File: src/rtl/mole_game_controller.sv
// Whack-a-mole game sequencer: spawns one pseudo-random mole at a time, scores hits and
// wrong presses, and runs the per-second game clock down to game over.
//
// state   | meaning
// --------+---------------------------------------------------
// IDLE    | after reset, waiting for start
// SPAWN   | one cycle, lights a mole chosen from the LFSR
// MOLE_UP | mole lit, waiting for a press or tick expiry
// GAP     | all moles dark between spawns
// OVER    | game clock expired, waiting for restart
module mole_game_controller #(
    parameter int          NUM_MOLES     = 5,
    parameter int          GAME_SECONDS  = 30,
    parameter int          MOLE_UP_TICKS = 2,
    parameter int          GAP_CYCLES    = 25_000_000,
    parameter int          SCORE_WIDTH   = 8,
    parameter int          TIME_WIDTH    = 7,
    parameter logic [15:0] LFSR_SEED     = 16'hACE1
) (
    input  logic                   clock,
    input  logic                   reset,
    input  logic                   startPulse,
    input  logic [NUM_MOLES-1:0]   moleHit,
    input  logic                   secondTick,
    output logic [NUM_MOLES-1:0]   moleLED,
    output logic [SCORE_WIDTH-1:0] score,
    output logic [TIME_WIDTH-1:0]  timeLeft,
    output logic                   gameActive,
    output logic                   gameOver
);

    localparam int UP_W  = $clog2(MOLE_UP_TICKS + 1);
    localparam int GAP_W = (GAP_CYCLES > 1) ? $clog2(GAP_CYCLES) : 1;

    typedef enum logic [2:0] {
        IDLE    = 3'd0,
        SPAWN   = 3'd1,
        MOLE_UP = 3'd2,
        GAP     = 3'd3,
        OVER    = 3'd4
    } state_t;

    state_t                 state, state_next;
    logic [NUM_MOLES-1:0]   led_next;
    logic [SCORE_WIDTH-1:0] score_next;
    logic [TIME_WIDTH-1:0]  time_next;
    logic [UP_W-1:0]        up_cnt, up_next;
    logic [GAP_W-1:0]       gap_cnt, gap_next;
    logic [15:0]            lfsr, lfsr_next;
    logic                   tick_prev;
    logic                   tick_rise;
    logic                   hit;
    logic                   wrong;
    logic                   active;
    logic [3:0]             rnd;
    logic [3:0]             idx;

    always_ff @(posedge clock) begin
        if (!reset) begin
            state      <= IDLE;
            moleLED    <= '0;
            score      <= '0;
            timeLeft   <= TIME_WIDTH'(GAME_SECONDS);
            up_cnt     <= '0;
            gap_cnt    <= '0;
            lfsr       <= LFSR_SEED;
            tick_prev  <= 1'b0;
            gameActive <= 1'b0;
            gameOver   <= 1'b0;
        end else begin
            state      <= state_next;
            moleLED    <= led_next;
            score      <= score_next;
            timeLeft   <= time_next;
            up_cnt     <= up_next;
            gap_cnt    <= gap_next;
            lfsr       <= lfsr_next;
            tick_prev  <= secondTick;
            gameActive <= (state_next == SPAWN) || (state_next == MOLE_UP) || (state_next == GAP);
            gameOver   <= (state_next == OVER);
        end
    end

    always_comb begin
        state_next = state;
        led_next   = moleLED;
        score_next = score;
        time_next  = timeLeft;
        up_next    = up_cnt;
        gap_next   = gap_cnt;

        tick_rise = secondTick & ~tick_prev;
        hit       = |(moleHit & moleLED);
        wrong     = |moleHit;
        active    = (state == SPAWN) || (state == MOLE_UP) || (state == GAP);

        // Galois form of x^16+x^14+x^13+x^11+1, shifting toward bit 0
        lfsr_next = {1'b0, lfsr[15:1]} ^ (lfsr[0] ? 16'hB400 : 16'h0000);
        rnd       = {1'b0, lfsr[2:0]};
        idx       = (rnd >= 4'(NUM_MOLES)) ? rnd - 4'(NUM_MOLES) : rnd;

        case (state)
            IDLE, OVER: begin
                if (startPulse) begin
                    score_next = '0;
                    time_next  = TIME_WIDTH'(GAME_SECONDS);
                    state_next = SPAWN;
                end
            end
            SPAWN: begin
                led_next   = NUM_MOLES'(1) << idx;
                up_next    = UP_W'(MOLE_UP_TICKS);
                state_next = MOLE_UP;
            end
            MOLE_UP: begin
                if (hit) begin
                    score_next = (score == '1) ? score : score + 1'b1;
                    led_next   = '0;
                    gap_next   = '0;
                    state_next = GAP;
                end else if (wrong) begin
                    score_next = (score == '0) ? score : score - 1'b1;
                end else if (tick_rise) begin
                    if (up_cnt == UP_W'(1)) begin
                        led_next   = '0;
                        gap_next   = '0;
                        state_next = GAP;
                    end else begin
                        up_next = up_cnt - 1'b1;
                    end
                end
            end
            GAP: begin
                led_next = '0;
                if (gap_cnt == GAP_W'(GAP_CYCLES - 1)) begin
                    state_next = SPAWN;
                end else begin
                    gap_next = gap_cnt + 1'b1;
                end
            end
            default: begin
                led_next   = '0;
                state_next = IDLE;
            end
        endcase

        // Game clock expiry overrides whatever the local transition chose
        if (active && tick_rise && (timeLeft != '0)) begin
            time_next = timeLeft - 1'b1;
            if (timeLeft == TIME_WIDTH'(1)) begin
                state_next = OVER;
                led_next   = '0;
            end
        end
    end

endmodule

File: config.mk
export PLATFORM = sky130hd
export DESIGN_NAME = mole_game_controller
export DESIGN_NICKNAME = d
export VERILOG_FILES = /design/src/rtl/mole_game_controller.sv
export SDC_FILE = /design/constraint.sdc
export NUM_CORES = 1
export LEC_CHECK = 0
export CAP_MARGIN = 15
export CELL_PAD_IN_SITES_DETAIL_PLACEMENT = 0
export CELL_PAD_IN_SITES_GLOBAL_PLACEMENT = 1
export CORE_AREA = 10 10 111 93
export CTS_BUF_LIST = sky130_fd_sc_hd__clkbuf_4 sky130_fd_sc_hd__clkbuf_8 sky130_fd_sc_hd__clkbuf_16
export DETAILED_ROUTE_END_ITERATION = 10
export DIE_AREA = 0 0 121 103
export GPL_ROUTABILITY_DRIVEN = 0
export PLACE_DENSITY_LB_ADDON = 0.1
export SYNTH_ARGS = -nofsm -noshare
export SYNTH_HDL_FRONTEND = slang
export SYNTH_SLANG_ARGS = --single-unit
export TNS_END_PERCENT = 20
File: constraint.sdc
create_clock -name clock -period 2.9 [get_ports clock]
set_input_delay 0.435 -clock clock [delete_from_list [all_inputs] [get_ports clock]]
set_output_delay 0.435 -clock clock [all_outputs]
set_load 0.05 [all_outputs]
==> results of run 1 <==
==> final cells by class <==
class                      count  area, um2
inverter                      18       67.6
tap                          112        140
sequential                    69       1380
fill                         842       4070
timing repair buffer          47        428
clock inverter                 7        105
multi-input combinational    299       1900
clock buffer                   9        124
==> sequential cells by signal (all words and copies together) (netlist names) <==
register    cells
score           8
gap_cnt        25
tick_prev       1
timeLeft        7
lfsr           16
gameActive      1
up_cnt          2
gameOver        1
moleLED         5
state           3
==> what timing repair did <==
| action | in CTS | in global routing |
|---|---|---|
| endpoints found under the hold margin | 0 | 0 |
| setup endpoints to repair | 0 | 2 |
| resized for setup | 0 | 1 |
| setup buffers | 0 | 0 |
==> power by group <==
part	leakage, nW	total (W)	internal (W)	switching, W
Clock	0.113	0.000930	0.000499	0.000430
Combinational	0.761	0.000271	0.000110	0.000161
Sequential	0.562	0.00100	0.000976	0.0000244
==> placed cells by master (no fill, tap or decap), drive strengths merged, types with 2 or more instances in the layout <==
master / n
and2: 12
nand2b: 7
inv: 22
o21a: 5
o41ai: 2
buf: 17
dfxtp: 69
nand4b: 2
a21boi: 8
xnor2: 20
a211oi: 3
o211ai: 2
a21oi: 19
or4: 4
a22oi: 3
bufinv: 2
clkdlybuf4s50: 30
nor4b: 4
ha: 12
o21bai: 2
nor3b: 4
xor2: 7
nor2b: 3
clkbuf: 9
nand3: 27
and4: 3
or3: 8
and3: 6
nor4: 9
nor3: 11
nor2: 38
nand2: 31
nand4: 11
o21ai: 19
==> cell families (layout without fill, tap and decap cells) <==
kind of cell	Yosys count	count (layout)	synth area share (%)
adders and majority gates	13	13	4.98
and+or+nand+nor	183	183	29.3
xor gates and xnor gates	27	27	6.92
muxes	1	1	0.293
AOI/OAI and AO/OA	75	75	14.0
DFF	69	69	40.4
buffers and inverters	34	81	4.07
==> through the flow <==
step | hold WS [ps] | power, W
2_1_floorplan | 386 | 0.00120
3_3_place_gp | 390 | 0.00129
3_5_place_dp | 401 | 0.00129
4_1_cts | 425 | 0.00223
5_1_grt | 436 | 0.00230
6_report | 416 | 0.00220
==> final timing paths <==
path / from / endpoint / slack (ps) / cells past startpoint
max reg2reg: moleLED[0] / score[7] / 370 / 9
min: lfsr[7] / lfsr[6] / 420 / 1
min reg2reg: lfsr[7] / lfsr[6] / 420 / 1
max: moleHit[2] / score[7] / 220 / 10
==> per-layer routing <==
layer,global-route usage [%],wire length [um],vias up
met1,17.5,4120,1361
met4,4.81,100,0
met3,4.49,398,9
li1,-,-,1515
met5,0,0,-
met2,19.6,3250,39
==> impl_metrics.json, run 1 <==
{
  "status": "finished clean",
  "design_area_mm2": 0.00415,
  "critPathMaxStageDelay_ps": 420,
  "grt_pass1_vias": 2779,
  "maxCapViolCount": 0,
  "antenna_found_initial": 0,
  "grt_max_degree": 26,
  "skew_ps": 12.5,
  "max_slew_margin_pct": 61.2,
  "postCtsHoldBufs": 0,
  "antenna_cells": 0,
  "synthToLayoutAreaGrowth_pct": 21.5,
  "worst_ir_drop_vdd_mv": 0.287,
  "clock_sinks": 69,
  "finalHoldViolations": 0,
  "die_y_um": 103,
  "ys_seq_elements": 69,
  "utilization_pct": 50.5,
  "clk_transition_reported_paths_ps": 90,
  "post-route-min-period_ps": 2680,
  "dieArea_mm2": 0.0125,
  "synthesis.instances": 402,
  "dp_hpwl_um": 5670,
  "synthFlopType": "dfxtp_1",
  "root_buffer": "clkbuf_8",
  "track_usage_pct": 13.2,
  "path_class": "input port to register",
  "rsz0062_at_grt": "false",
  "synthTopCellsByCount": "dfxtp_1, nor2_1, nand2_1",
  "dr.pass1.iters": 4,
  "yosys.area.top_type_share_pct": 40.4,
  "fin_cells": 561,
  "port_buffers": 30,
  "ant_nets": 0,
  "htreeDepth": 3,
  "worstMarginPinSlew_ps": 575,
  "vias_per_cell": 5.21,
  "dp_worst_setup_slack_ps": -226,
  "critPathRequiredTime_ps": 3160,
  "start_util_pct": 41.6,
  "avgRoutedWirePerCell_um": 14.0,
  "avgSynthCellArea_um2": 8.50,
  "design.core.area_mm2": 0.00822,
  "async_reset_ff_share_pct": 0,
  "synth_area_mm2": 0.00342,
  "leakagePower_nw": 1.44,
  "placed_area_mm2": 0.00392,
  "synth_area_leaders": "dfxtp_1, xnor2_1, ha_1, nor2_1, nand3_1",
  "final.period_utilization_pct": 92.6,
  "yosysMostFrequentCell": "dfxtp_1",
  "grt_overflow": 0,
  "clk_latency_ps": 360,
  "crit_family": "compound AO/OA/AOI/OAI gates",
  "setup_violations": 0,
  "rows": 30,
  "ys_warn_count": 0,
  "syn_nets": 424,
  "ctsLongestPathBuffers": 2,
  "cp_slowest_cell": "clkdlybuf4s50_1",
  "end_kind": "register",
  "cp_cell_sequence": "clkdlybuf4s50_1 > a222oi_1 > and3_2 > buf_4 > ha_1 > nand3_1 > o211ai_1 > o41ai_1 > xnor2_1 > o311ai_0",
  "io-pin-count": 31,
  "fin_nets": 466,
  "slew_violations": 0,
  "dp_cells": 545,
  "ys_seq_area_share_pct": 40.4,
  "synth-edff-count": 0,
  "setup_ws_ps": 215,
  "powerDensity_mw_per_mm2": 530,
  "synth_top_area_cell": "dfxtp_1",
  "layout-drive-gt1-share_pct": 8.91,
  "drc": 0,
  "finalSetupTns_ps": 0,
  "fmax_mhz": 373,
  "numCtsBuffers": 9,
  "cp-start-kind": "input port",
  "crit_path_max_fanout": 5,
  "worstPathArrival_ps": 2940,
  "crit_buf_inv": 2,
  "wl_um": 7870,
  "drt_iter0_drc": 188,
  "fp.dieW_um": 121,
  "hp-class": "register to register",
  "vias": 2924,
  "yosysUniqueCellTypes": 54,
  "grt_pass1_wl_um": 13300,
  "cts_tree": "done"
}
(Power assumes the default switching activity.)
==> run 2: changes to the inputs <==
--- a/config.mk
+++ b/config.mk
@@ -10,6 +10,7 @@
 export CELL_PAD_IN_SITES_GLOBAL_PLACEMENT = 1
 export CORE_AREA = 10 10 111 93
 export CTS_BUF_LIST = sky130_fd_sc_hd__clkbuf_4 sky130_fd_sc_hd__clkbuf_8 sky130_fd_sc_hd__clkbuf_16
+export CTS_CLUSTER_SIZE = 30
 export DETAILED_ROUTE_END_ITERATION = 10
 export DIE_AREA = 0 0 121 103
 export GPL_ROUTABILITY_DRIVEN = 0
==> results of run 2 <==
No change in the layout: final DEF, timing and power equal those of run 1.
